### src/rtl/collide_pkg.sv
// Shared types and helpers for the upward-collision detector.
// Holds the FSM state encoding, the default coordinate width and the absolute-difference helper.
package collide_pkg;

  typedef enum logic [1:0] {IDLE, HIT, COOL, REARM} collide_state_t;

  localparam int CW_DEF = 10;
  localparam int AW     = 16;

  // Zero-extended operands, so a far-apart pair never wraps to a small distance.
  function automatic logic [AW:0] abs_diff(input logic [AW-1:0] a, input logic [AW-1:0] b);
    logic signed [AW:0] d;
    d = $signed({1'b0, a}) - $signed({1'b0, b});
    if (d < 0) return $unsigned(-d);
    else       return $unsigned(d);
  endfunction

endpackage

### src/rtl/collision_up_detect_if.sv
// Bus between the game logic and the upward-collision detector.
// Optional hit_count signal is present only when COLLIDE_HIT_COUNT_EN is defined.
interface collision_up_detect_if import collide_pkg::*; #(
  parameter int CW      = CW_DEF,
  parameter int NUM_TGT = 4
);
  localparam int IW = (NUM_TGT > 1) ? $clog2(NUM_TGT) : 1;

  logic                    frame_clk;
  logic                    clear;
  logic [CW-1:0]           player_x;
  logic [CW-1:0]           player_y;
  logic [CW-1:0]           player_vy;
  logic [NUM_TGT*2*CW-1:0] tgt_xy;
  logic [NUM_TGT-1:0]      tgt_en;
  logic                    collisonUp;
  logic [IW-1:0]           hit_idx;
`ifdef COLLIDE_HIT_COUNT_EN
  logic [15:0]             hit_count;

  modport master (output frame_clk, clear, player_x, player_y, player_vy, tgt_xy, tgt_en,
                  input collisonUp, hit_idx, hit_count);
  modport slave  (input frame_clk, clear, player_x, player_y, player_vy, tgt_xy, tgt_en,
                  output collisonUp, hit_idx, hit_count);
`else
  modport master (output frame_clk, clear, player_x, player_y, player_vy, tgt_xy, tgt_en,
                  input collisonUp, hit_idx);
  modport slave  (input frame_clk, clear, player_x, player_y, player_vy, tgt_xy, tgt_en,
                  output collisonUp, hit_idx);
`endif

endinterface

### src/rtl/box_overlap.sv
// Combinational test of one player box against one target box.
// Boxes touch when both axis distances are within PSIZE+TSIZE.
module box_overlap import collide_pkg::*; #(
  parameter int CW    = CW_DEF,
  parameter int PSIZE = 8,
  parameter int TSIZE = 8
) (
  input  logic [CW-1:0] px,
  input  logic [CW-1:0] py,
  input  logic [CW-1:0] tx,
  input  logic [CW-1:0] ty,
  input  logic          en,
  output logic          overlap
);
  localparam int          LIM_I = PSIZE + TSIZE;
  localparam logic [AW:0] LIM   = LIM_I[AW:0];

  logic [AW:0] dx;
  logic [AW:0] dy;

  assign dx      = abs_diff(AW'(px), AW'(tx));
  assign dy      = abs_diff(AW'(py), AW'(ty));
  assign overlap = en & (dx <= LIM) & (dy <= LIM);

endmodule

### src/rtl/collision_up_detect.sv
// Detects upward player/target contact once per frame and emits a one-frame collisonUp strobe.
// Defining COLLIDE_HIT_COUNT_EN adds a saturating 16-bit hit counter on the bus.
module collision_up_detect import collide_pkg::*; #(
  parameter int CW      = CW_DEF,
  parameter int NUM_TGT = 4,
  parameter int PSIZE   = 8,
  parameter int TSIZE   = 8,
  parameter int COOL_FR = 8
) (
  input logic                 Clk,
  input logic                 Reset,
  collision_up_detect_if.slave bus
);
  localparam int IW   = (NUM_TGT > 1) ? $clog2(NUM_TGT) : 1;
  localparam int CNTW = (COOL_FR > 1) ? $clog2(COOL_FR) : 1;
  localparam int CLD  = COOL_FR - 1;

  logic               rst_all;
  logic               frame_q;
  logic               tick;
  logic [NUM_TGT-1:0] ovl;
  logic               any_ovl;
  logic               up_hit;
  logic [IW-1:0]      win_idx;

  collide_state_t     state, state_n;
  logic [CNTW-1:0]    cnt, cnt_n;
  logic               strobe, strobe_n;
  logic [IW-1:0]      idx, idx_n;
  logic               hit_inc;

  assign rst_all = Reset | bus.clear;
  assign tick    = bus.frame_clk & ~frame_q;

  for (genvar i = 0; i < NUM_TGT; i++) begin : g_tgt
    box_overlap #(.CW(CW), .PSIZE(PSIZE), .TSIZE(TSIZE)) u_ovl (
      .px      (bus.player_x),
      .py      (bus.player_y),
      .tx      (bus.tgt_xy[i*2*CW+CW +: CW]),
      .ty      (bus.tgt_xy[i*2*CW +: CW]),
      .en      (bus.tgt_en[i]),
      .overlap (ovl[i])
    );
  end

  assign any_ovl = |ovl;
  assign up_hit  = any_ovl & bus.player_vy[CW-1];

  // Scan downward so the lowest overlapping index is the last written.
  always_comb begin
    win_idx = '0;
    for (int i = NUM_TGT - 1; i >= 0; i--) begin
      if (ovl[i]) win_idx = IW'(i);
    end
  end

  always_comb begin
    state_n  = state;
    cnt_n    = cnt;
    strobe_n = strobe;
    idx_n    = idx;
    hit_inc  = 1'b0;
    if (tick) begin
      unique case (state)
        IDLE: if (up_hit) begin
          state_n  = HIT;
          strobe_n = 1'b1;
          idx_n    = win_idx;
          hit_inc  = 1'b1;
        end
        HIT: begin
          state_n  = COOL;
          strobe_n = 1'b0;
          cnt_n    = CLD[CNTW-1:0];
        end
        COOL: begin
          if (cnt == '0) state_n = REARM;
          else           cnt_n   = cnt - 1'b1;
        end
        REARM: if (!any_ovl) state_n = IDLE;
        default: state_n = IDLE;
      endcase
    end
  end

  always_ff @(posedge Clk) begin
    if (rst_all) begin
      frame_q <= 1'b0;
      state   <= IDLE;
      cnt     <= '0;
      strobe  <= 1'b0;
      idx     <= '0;
    end else begin
      frame_q <= bus.frame_clk;
      state   <= state_n;
      cnt     <= cnt_n;
      strobe  <= strobe_n;
      idx     <= idx_n;
    end
  end

  assign bus.collisonUp = strobe;
  assign bus.hit_idx    = idx;

`ifdef COLLIDE_HIT_COUNT_EN
  logic [15:0] hit_count_q;

  always_ff @(posedge Clk) begin
    if (rst_all)                                 hit_count_q <= '0;
    else if (hit_inc && hit_count_q != 16'hFFFF) hit_count_q <= hit_count_q + 16'd1;
  end

  assign bus.hit_count = hit_count_q;
`endif

endmodule

### src/flat_wrapper.sv
// flat-port wrapper written by rule: the top's interface ports become plain ports
module collision_up_detect_flat import collide_pkg::*;
#(
  parameter int CW      = CW_DEF,
  parameter int NUM_TGT = 4,
  parameter int PSIZE   = 8,
  parameter int TSIZE   = 8,
  parameter int COOL_FR = 8
)
  (Clk, Reset, bus_frame_clk, bus_clear, bus_player_x, bus_player_y, bus_player_vy, bus_tgt_xy, bus_tgt_en, bus_collisonUp, bus_hit_idx);
  collision_up_detect_if #(.CW(CW), .NUM_TGT(NUM_TGT)) bus_i ();
  input logic Clk;
  input logic Reset;
  input wire logic [$bits(bus_i.frame_clk)-1:0] bus_frame_clk;
  input wire logic [$bits(bus_i.clear)-1:0] bus_clear;
  input wire logic [$bits(bus_i.player_x)-1:0] bus_player_x;
  input wire logic [$bits(bus_i.player_y)-1:0] bus_player_y;
  input wire logic [$bits(bus_i.player_vy)-1:0] bus_player_vy;
  input wire logic [$bits(bus_i.tgt_xy)-1:0] bus_tgt_xy;
  input wire logic [$bits(bus_i.tgt_en)-1:0] bus_tgt_en;
  output wire logic [$bits(bus_i.collisonUp)-1:0] bus_collisonUp;
  output wire logic [$bits(bus_i.hit_idx)-1:0] bus_hit_idx;
  assign bus_i.frame_clk = bus_frame_clk;
  assign bus_i.clear = bus_clear;
  assign bus_i.player_x = bus_player_x;
  assign bus_i.player_y = bus_player_y;
  assign bus_i.player_vy = bus_player_vy;
  assign bus_i.tgt_xy = bus_tgt_xy;
  assign bus_i.tgt_en = bus_tgt_en;
  assign bus_collisonUp = bus_i.collisonUp;
  assign bus_hit_idx = bus_i.hit_idx;
  collision_up_detect #(.CW(CW), .NUM_TGT(NUM_TGT), .PSIZE(PSIZE), .TSIZE(TSIZE), .COOL_FR(COOL_FR)) u_core (.Clk(Clk), .Reset(Reset), .bus(bus_i));
endmodule
### config.mk
export PLATFORM = sky130hd
export DESIGN_NAME = collision_up_detect_flat
export DESIGN_NICKNAME = d
export VERILOG_FILES = /design/src/rtl/collide_pkg.sv /design/src/rtl/collision_up_detect_if.sv /design/src/rtl/box_overlap.sv /design/src/rtl/collision_up_detect.sv /design/src/flat_wrapper.sv
export SDC_FILE = /design/constraint.sdc
export NUM_CORES = 1
export LEC_CHECK = 0
export ABC_AREA = 1
export ABC_CLOCK_PERIOD_IN_PS = 4950
export BUFFER_PORTS_ARGS = -buffer_cell sky130_fd_sc_hd__buf_4
export CORE_UTILIZATION = 55
export CTS_BUF_LIST = sky130_fd_sc_hd__clkbuf_16
export DETAILED_ROUTE_END_ITERATION = 10
export GPL_ROUTABILITY_DRIVEN = 0
export GPL_TIMING_DRIVEN = 0
export PLACE_DENSITY = 0.78
export SYNTH_ARGS = -nofsm -noshare
export SYNTH_HDL_FRONTEND = slang
export SYNTH_HIERARCHICAL = 1
export SYNTH_SLANG_ARGS = --single-unit
### constraint.sdc
create_clock -name Clk -period 4.95 [get_ports Clk]
set_input_delay 0.7425 -clock Clk [delete_from_list [all_inputs] [get_ports Clk]]
set_output_delay 0.7425 -clock Clk [all_outputs]
set_load 0.05 [all_outputs]
Word level (Yosys, flattened, before mapping)
Cells that the tools add are included.
{"block": "classes", "order_cmp": 16, "multipliers": 0, "reduce_logical": 9, "n_shift": 0, "n_mux": 20, "bitwise": 12, "eq_ne": 7, "div_mod_pow": 0, "add_sub_neg": 17}
{"operator": "$le 17x5->1 const B", "count": 8}
{"operator": "$mux 17", "count": 8}
{"operator": "$neg 11->17", "count": 8}
{"operator": "$lt 11x1->1 const B", "count": 8}
{"operator": "$sub 10x10->11", "count": 8}
{"operator": "$mux 2", "count": 7}
{"operator": "$and 1x1->1", "count": 10}
{"operator": "$reduce_and 3->1", "count": 3}
{"operator": "$pmux 2 s4", "count": 1}
{"operator": "$pmux 3 s2", "count": 1}
{"operator": "$eq 2x2->1 const B", "count": 2}
{"operator": "$ne 2x1->1 const B", "count": 2}
{"operator": "$ne 2x2->1 const B", "count": 2}
{"operator": "$reduce_and 4->1", "count": 1}
{"operator": "$reduce_bool 2->1", "count": 2}
{"operator": "$reduce_or 4->1", "count": 1}
{"operator": "$logic_not 3->1", "count": 1}
{"operator": "$mux 3", "count": 1}
{"operator": "$sub 3x1->3 const B", "count": 1}
{"operator": "$eq 2x1->1 const B", "count": 1}
{"operator": "$logic_not 2->1", "count": 1}
{"operator": "$pmux 1 s2", "count": 1}
{"operator": "$mux 1", "count": 1}
{"operator": "$not 1->1", "count": 1}
{"operator": "$or 1x1->1", "count": 1}
{"block": "totals", "input_bits": 118, "n_memories": 0, "mem_bits_ro": 0, "latch_bits": 0, "out_inout_bits": 3, "mem_bits_rw": 0, "regBits": 9}

Longest topological paths before layout
Gate-level depths: netlist of the first run.
{"block": "depth", "ltp_word": 10, "mapped_depth": 27, "depth_no_buf": 27}

Hierarchy
The synthesis of the first run kept the hierarchy.
{"mod": "box_overlap", "area_each_um2": 1788.0, "n_inst": 4, "cells_per_inst": 362, "seq_area_each_um2": 0.0}
{"mod": "collision_up_detect", "area_each_um2": 593.1, "n_inst": 1, "cells_per_inst": 76, "seq_area_each_um2": 180.2}

Worst setup path after synthesis of the first run
OpenSTA, ideal clock, no wires.
{"block": "synth_timing", "kind": "input -> register", "startpoint": "in bus_player_y[0]", "endpoint": "reg u_core.strobe, in the netlist u_core/bus.collisonUp", "arrival_time_ns": 2.958, "path_buffers": 0, "slack_ns": 1.877, "cell_stages": 24, "setup_time_ns": 0.116, "cell_sequence": "inv_1 > ha_1 > inv_1 > fa_1 > nand2_1 > nand3_1 > nor2_1 > nand3_1 > nor2_1 > nand2_1 > nand2_2 > nand2_1 > nand2_1 > nand3_1 > nor2_1 > nand3_1 > nor2_1 > nor2_4 > nand2_4 > nand2_4 > nand2_4 > nand2_1 > nand2_1 > a21oi_2"}
{"block": "synth_via", "elab_chain_len": 9, "elab_cells_between_ends": 28, "classes_between": "add/sub (8); order compare (8); eq/ne (1); mux (4); bitwise (5); reduce/logical (2)"}
{"element": "from (decl)", "line": "flat_wrapper.sv:17", "text": "input wire logic [$bits(bus_i.player_y)-1:0] bus_player_y;"}
{"element": "$sub 10x10->11 *", "line": "collide_pkg.sv:13", "text": "d = $signed({1'b0, a}) - $signed({1'b0, b});"}
{"element": "$neg 11->17 / $lt 11x1->1 (equally long branches)", "line": "collide_pkg.sv:14", "text": "if (d < 0) return $unsigned(-d);"}
{"element": "$mux 17 *", "line": "collide_pkg.sv:14"}
{"element": "$le 17x5->1 *", "line": "box_overlap.sv:23", "text": "assign overlap = en & (dx <= LIM) & (dy <= LIM);"}
{"element": "$and 1x1->1 *", "line": "box_overlap.sv:23"}
{"element": "net u_core.ovl[2]", "line": "collision_up_detect.sv:21", "text": "logic [NUM_TGT-1:0] ovl;"}
{"element": "$reduce_or 4->1 *", "line": "collision_up_detect.sv:46", "text": "assign any_ovl = |ovl;"}
{"element": "$and 1x1->1 *", "line": "collision_up_detect.sv:47", "text": "assign up_hit = any_ovl & bus.player_vy[CW-1];"}
{"element": "$ne 2x1->1 (no line) *"}
{"element": "$reduce_and 3->1 (no line) *"}
{"element": "to (signal assigned)", "line": "collision_up_detect.sv:97", "text": "strobe <= strobe_n;"}
{"element": "to (decl)", "line": "collision_up_detect.sv:28", "text": "logic strobe, strobe_n;"}
Mark *: on every way through the listed nets, which the timed path passes. The rest lies on a longest branch.
A chain may end at the register's enable or synchronous reset.

Final worst setup path of the first run
{"block": "layout_timing", "startpoint": "in bus_player_y[0]", "endpoint": "reg u_core.state[1]"}
{"block": "layout_via", "elab_chain_len": 9, "elab_cells_between_ends": 29, "classes_between": "add/sub (8); order compare (8); eq/ne (2); mux (4); bitwise (5); reduce/logical (2)"}
{"element": "$sub 10x10->11 *", "line": "collide_pkg.sv:13"}
{"element": "$neg 11->17 / $lt 11x1->1 (equally long branches)", "line": "collide_pkg.sv:14"}
{"element": "$mux 17 *", "line": "collide_pkg.sv:14"}
{"element": "$le 17x5->1 *", "line": "box_overlap.sv:23"}
{"element": "$and 1x1->1 *", "line": "box_overlap.sv:23"}
{"element": "net u_core.ovl[2]", "line": "collision_up_detect.sv:21"}
{"element": "$reduce_or 4->1 *", "line": "collision_up_detect.sv:46"}
{"element": "$and 1x1->1", "line": "collision_up_detect.sv:47"}
{"element": "$ne 2x1->1 (no line)"}
{"element": "$reduce_and 4->1 (no line) *"}
{"element": "to (signal assigned)", "line": "collision_up_detect.sv:95", "text": "state <= state_n;"}
{"element": "to (decl)", "line": "collision_up_detect.sv:26", "text": "collide_state_t state, state_n;"}
Marks and branches as above.

==> impl_metrics.ini, run 1 <==
[status]
outcome = completed

[critical_path]
ff2ff_path_depth = 8
path_max_fanout = 6
r2r-end = u_core/cnt[1]$_SDFFE_PP0P_
path_class = primary input to flop
regToRegSetupSlack_ns = 3.52
worstPathArrival_ns = 3.59
timing.rr.start = u_core/cnt[0]$_SDFFE_PP0P_
worstPathRequired_ns = 5.07
start_kind = primary input
cp-end-kind = flop

[cts]
cts_resized = 0
clock_latency_ns = 0.23
cts_tree = built
cts_root_buf = clkbuf_16
numCtsBuffers = 3
postCtsSetupBuffers = 0
cts.sinks = 9
hold_buffers = 0
path_clk_slew_ns = 0.04
ctsLongestPathBuffers = 2
cts_max_level = 1

[layout]
design_area_mm2 = 0.00888
drive_gt1_frac = 0.162
area.growth.synth_to_final_pct = 14.6
n_antenna_cell = 0
utilization = 0.657
nets = 1853

[sta]
max_freq_mhz = 288
rsz0062_at_grt = false
fin_setup_tns_ns = 0
setup_viol = 0
finalHoldViolations = 0
skew_ns = 0.00160
period_minus_slack_ns = 3.47
final.period_utilization = 0.700
slew_headroom = 0.698
tightest_slew_ns = 0.452
slew_violations = 0

[synthesis]
netlist_area_mm2 = 0.00774
synth_ff_type = dfxtp_1
synth_area_leaders = nand2_1 (26%), ha_1 (14%), nand3_1 (14%)
synth_cell_type_count = 24
synth-edff-count = 0
synth_seq_cells = 9
avgSynthCellArea_um2 = 5.08
synth_top_cells_by_count = nand2_1 (532), inv_1 (281), nand3_1 (212)
ys_warn_count = 6
postSynth.asyncResetShare = 0
synthCells = 1524
synth_top_area_frac = 0.258
syn_nets = 1737
synth_top_area_cell = nand2_1
synth.most_common_cell = nand2_1
ys_seq_area_frac = 0.0233

[hold_path]
hold_path.startpoint = u_core/cnt[0]$_SDFFE_PP0P_
holdPathEnd = u_core/cnt[0]$_SDFFE_PP0P_
hp-class = flop to flop
whs_path_depth = 1

[floorplanning]
core_mm2 = 0.0135
die_area_mm2 = 0.0146
ios = 121
die_width_um = 121
fp.dieH_um = 121
core.rowCount = 42
start_util = 0.573

[routing]
vias = 9156
routedWlPerCell_um = 10.6
viasPerCell = 5.04
drc_errors = 0
routed_wl_mm = 19.3
firstDrtPassIters = 6
antenna_left = 0
drt_first_iter_violations = 524

[grt]
antenna_found_initial = 0
grt_pass1_vias = 7956
track_usage = 0.268
grt_pass1_wl_mm = 33.5
grt.overflow.total = 0
grt_max_degree = 11

[power_and_ir_drop]
ir_drop_uv = 125
cellPowerDensity_mw_per_mm2 = 150
leakage_uw = 0.00559

[run]
drv_cap = 0

[placed_design]
place_hpwl_mm = 16.7
port_buffers = 111
placed_cell_area_mm2 = 0.00880
-- placed cells by master, fill, tap and decap left out, types with 2 or more instances in the layout --
master     count
inv_1        282
o21ai_0       15
a31oi_1        2
clkbuf_16      3
a21oi_1       43
nor2_2         6
nor2_1       141
inv_2         25
dfxtp_1        9
nand4_1       16
nand2_1      532
xor2_1        12
nand2_4        7
nor2_4         5
o21ai_1        2
a21oi_2       14
nand3_1      212
inv_4          4
fa_1           8
ha_1          87
nor3_1        13
nand2_2       64
nand3_2       24
buf_4        111
-- worst max-delay path: stages --
cell	delay, ns
buf_4	0.15
inv_1	0.06
ha_1	0.13
inv_1	0.06
fa_1	0.45
nand2_1	0.10
nand3_1	0.09
nor2_1	0.13
nand3_1	0.14
nor2_1	0.11
nand2_1	0.09
nand2_2	0.09
nand2_1	0.05
nand2_1	0.05
nand3_1	0.06
nor2_1	0.09
nand3_1	0.08
nor2_1	0.36
nor2_4	0.09
nand2_4	0.12
nand2_4	0.06
nand2_4	0.08
nand3_1	0.08
nand2_1	0.06
nor2_1	0.03
-- how the worst max path moves through the flow --
stage | from | to | slack [ns] | cells past startpoint
after CTS | bus_player_y[0] | u_core/bus.hit_idx[1]$_SDFFE_PP0P_ | 1.44 | 23
final | bus_player_y[0] | u_core/state[1]$_SDFFE_PP0P_ | 1.48 | 25
after global routing | bus_player_y[0] | u_core/state[1]$_SDFFE_PP0P_ | 1.06 | 25
after global placement | bus_player_y[0] | u_core/bus.hit_idx[1]$_SDFFE_PP0P_ | 1.23 | 23
after floorplan | bus_player_y[0] | u_core/bus.collisonUp$_SDFFE_PP0P_ | 1.88 | 24
after detailed placement | bus_player_y[0] | u_core/bus.hit_idx[1]$_SDFFE_PP0P_ | 1.22 | 23
-- report_power, final --
group          switching (µW)  internal, µW
Sequential              0.237          73.3
Clock                    32.5           105
Combinational             708           415
-- cells by family (layout without fill, tap and decap cells) --
logic type	after synthesis	after routing	synth area share
AND/OR/NAND/NOR	1021	1021	0.592
AO/OA/AOI/OAI	77	77	0.0583
adder cells (fa/ha/maj)	95	95	0.161
flip-flops	9	9	0.0233
buffers and inverters	310	425	0.152
XOR/XNOR	12	12	0.0136
-- per-stage QoR --
step | cells | worst slack (ns) | power [µW] | hold slack [ns]
global placement | 1811 | 1.23 | 1170 | 0.443
detailed placement | 1811 | 1.22 | 1190 | 0.453
global route | 1815 | 1.06 | 1510 | 0.472
CTS | 1815 | 1.44 | 1330 | 0.461
floorplan | 1524 | 1.88 | 931 | 0.422
finish | 1815 | 1.48 | 1330 | 0.464
-- final cells by class --
cell class	instances	area (µm²)
Fill cell	1361	4630
Timing Repair Buffer	111	833
Inverter	310	1170
Multi-Input combinational cell	1205	6390
Sequential cell	9	180
Tap cell	176	220
Clock inverter	1	3.75
Clock buffer	3	75.1
-- registers in the layout, indices dropped and copies added, names as in the netlist --
signal                 flops
u_core/state               2
u_core/frame_q             1
u_core/bus.hit_idx         2
u_core/bus.collisonUp      1
u_core/cnt                 3
-- metal layers --
| layer | share of wire | global-route usage |
|---|---|---|
| met1 | 0.48 | 0.364 |
| met2 | 0.46 | 0.485 |
| met3 | 0.050 | 0.00802 |
| met4 | 0.0088 | 0.0247 |
| met5 | 0 | 0 |
(Power assumes the default switching activity.)
==> run 2, diff against run 1 <==
--- a/config.mk
+++ b/config.mk
@@ -6,14 +6,14 @@
 export NUM_CORES = 1
 export LEC_CHECK = 0
 export ABC_AREA = 1
-export ABC_CLOCK_PERIOD_IN_PS = 4950
+export ABC_CLOCK_PERIOD_IN_PS = 2930
 export BUFFER_PORTS_ARGS = -buffer_cell sky130_fd_sc_hd__buf_4
 export CORE_UTILIZATION = 55
 export CTS_BUF_LIST = sky130_fd_sc_hd__clkbuf_16
 export DETAILED_ROUTE_END_ITERATION = 10
 export GPL_ROUTABILITY_DRIVEN = 0
 export GPL_TIMING_DRIVEN = 0
-export PLACE_DENSITY = 0.78
+export PLACE_DENSITY = 0.81
 export SYNTH_ARGS = -nofsm -noshare
 export SYNTH_HDL_FRONTEND = slang
 export SYNTH_HIERARCHICAL = 1
==> constraint.sdc (replaced) <==
create_clock -name Clk -period 2.93 [get_ports Clk]
set_input_delay 0.4395 -clock Clk [delete_from_list [all_inputs] [get_ports Clk]]
set_output_delay 0.4395 -clock Clk [all_outputs]
set_load 0.05 [all_outputs]
==> run 2 against run 1 <==
Effect of this change:
- the flow now finishes with violations (setup timing)
- global-route usage increased by 0.11 points
- non-clock buffer count grew 17
- die area stayed put
- combinational power increased by 79%
- setup slack got worse by 1.5 ns
- cell count increased by 0.94%
- clock power up 72%
- clock skew fell by 0.00074 ns
- hold slack worse by 0.019 ns
==> impl_metrics.ini, run 2 (same netlist as run 1, synthesis figures left out) <==
[run]
drv_cap = 0

[layout]
area.growth.synth_to_final_pct = 19.5
layout_common_cells = nand2_1 (523), inv_1 (274), nand3_1 (199)
utilization = 0.685
design_area_mm2 = 0.00926
seq_area_um2 = 180
n_antenna_cell = 0
nets = 1870
drive_gt1_frac = 0.208
multi_input_area_mm2 = 0.00661
fillers = 1330
largest_register_ffs = 3
final_common_cell = nand2_1
regMostFlops = u_core/cnt

[floorplanning]
core.rowCount = 42
die_width_um = 121
core_mm2 = 0.0135
start_util = 0.573
fp.dieH_um = 121
ios = 121
die_area_mm2 = 0.0146

[grt]
track_usage = 0.269
grt_max_degree = 11
grt.overflow.total = 0
grt_pass1_vias = 8092
grt_pass1_wl_mm = 33.4
antenna_found_initial = 0

[sta]
tightest_slew_ns = 0.261
max_freq_mhz = 338
skew_ns = 0.000861
timing.final.ws_setup_ns = -0.0278
setup_viol = 3
slew_headroom = 0.826
rsz0062_at_grt = true
finalHoldViolations = 0
fin_setup_tns_ns = -0.0819
slew_violations = 0
final.period_utilization = 1.01
whs_ns = 0.445
period_minus_slack_ns = 2.96

[routing]
antenna_left = 0
drc_errors = 0
firstDrtPassIters = 5
routed_wl_mm = 20.2
drt_first_iter_violations = 522
vias = 9365
viasPerCell = 5.11
routedWlPerCell_um = 11.0

[power_and_ir_drop]
cellPowerDensity_mw_per_mm2 = 257
ir_drop_uv = 150
leakage_uw = 0.00568
power_uw = 2380

[critical_path]
path_max_fanout = 6
start_kind = primary input
worstPathRequired_ns = 3.10
worstPathArrival_ns = 3.13
path_class = primary input to flop
cp-end-kind = flop

[placed_design]
placed_cell_area_mm2 = 0.00880
place_hpwl_mm = 16.9
port_buffers = 111

[cts]
cts_tree = built
ctsLongestPathBuffers = 2
numCtsBuffers = 3
cts.sinks = 9
cts_root_buf = clkbuf_16
path_clk_slew_ns = 0.04
clock_latency_ns = 0.23
cts_max_level = 1

[status]
outcome = finished, violations left
violations = setup timing

[hold_path]
hp-class = primary input to flop
[run 2: final timing paths]
kind	from	to	slack, ns	cells after the start
setup / recovery	bus_player_y[0]	u_core/bus.collisonUp$_SDFFE_PP0P_	-0.03	24
hold / removal	bus_frame_clk	u_core/frame_q$_SDFF_PP0_	0.44	3
setup reg to reg	u_core/state[0]$_SDFFE_PP0P_	u_core/state[1]$_SDFFE_PP0P_	1.53	8
hold reg to reg	u_core/cnt[0]$_SDFFE_PP0P_	u_core/cnt[0]$_SDFFE_PP0P_	0.45	1
[run 2: layer usage]
metal / vias up / track usage / wire length (µm)
met2: 244 / 0.483 / 9390
met5: - / 0 / 0
li1: 4999 / - / -
met4: 0 / 0.0540 / 366
met1: 4089 / 0.354 / 9530
met3: 33 / 0.0137 / 916
[run 2: stage by stage]
step                      setup WS [ns]  cells
after global routing             -0.206   1832
after global placement           -0.458   1811
after floorplan                   0.160   1524
final                           -0.0278   1832
after detailed placement         -0.507   1811
after CTS                       0.00104   1819
[run 2: area by class of cell]
| class | instances | area share |
|---|---|---|
| multi-input cells | 1205 | 0.714 |
| flip-flops and latches | 9 | 0.0195 |
| clock inverters | 1 | 0.000406 |
| repair buffers | 128 | 0.105 |
| clock buffers | 3 | 0.00811 |
| inverters | 310 | 0.129 |
| well taps | 176 | 0.0238 |
[run 2: power breakdown]
group	leakage [µW]	internal, µW	total (µW)	switching, µW
sequential	0.0000726	124	124	0.316
clock	0.0000423	178	237	58.6
combinational	0.00557	751	2010	1260
total	0.00568	1050	2380	1320
[run 2: repair_timing]
item	4_1_cts	5_1_grt
resized for setup	33	49
buffers inserted	4	13
endpoints found under the hold margin	0	0
endpoints found under the setup margin	5	5
hold buffers	0	0
pin swaps	18	47
[run 2: worst max-delay path: stages]
cell     delay (ns)
buf_4          0.15
inv_2          0.05
ha_2           0.15
inv_2          0.05
fa_2           0.41
nand2_2        0.09
nand3_2        0.10
nor2_2         0.16
nand3_2        0.13
nor2_1         0.13
nand2_1        0.08
nand2_2        0.09
nand2_1        0.05
nand2_1        0.05
nand3_1        0.06
nor2_1         0.12
nand3_1        0.09
nor2_2         0.17
nor2_2         0.06
nand2_4        0.11
nand2_4        0.06
nand2_4        0.09
nand3_1        0.09
a21oi_2        0.14
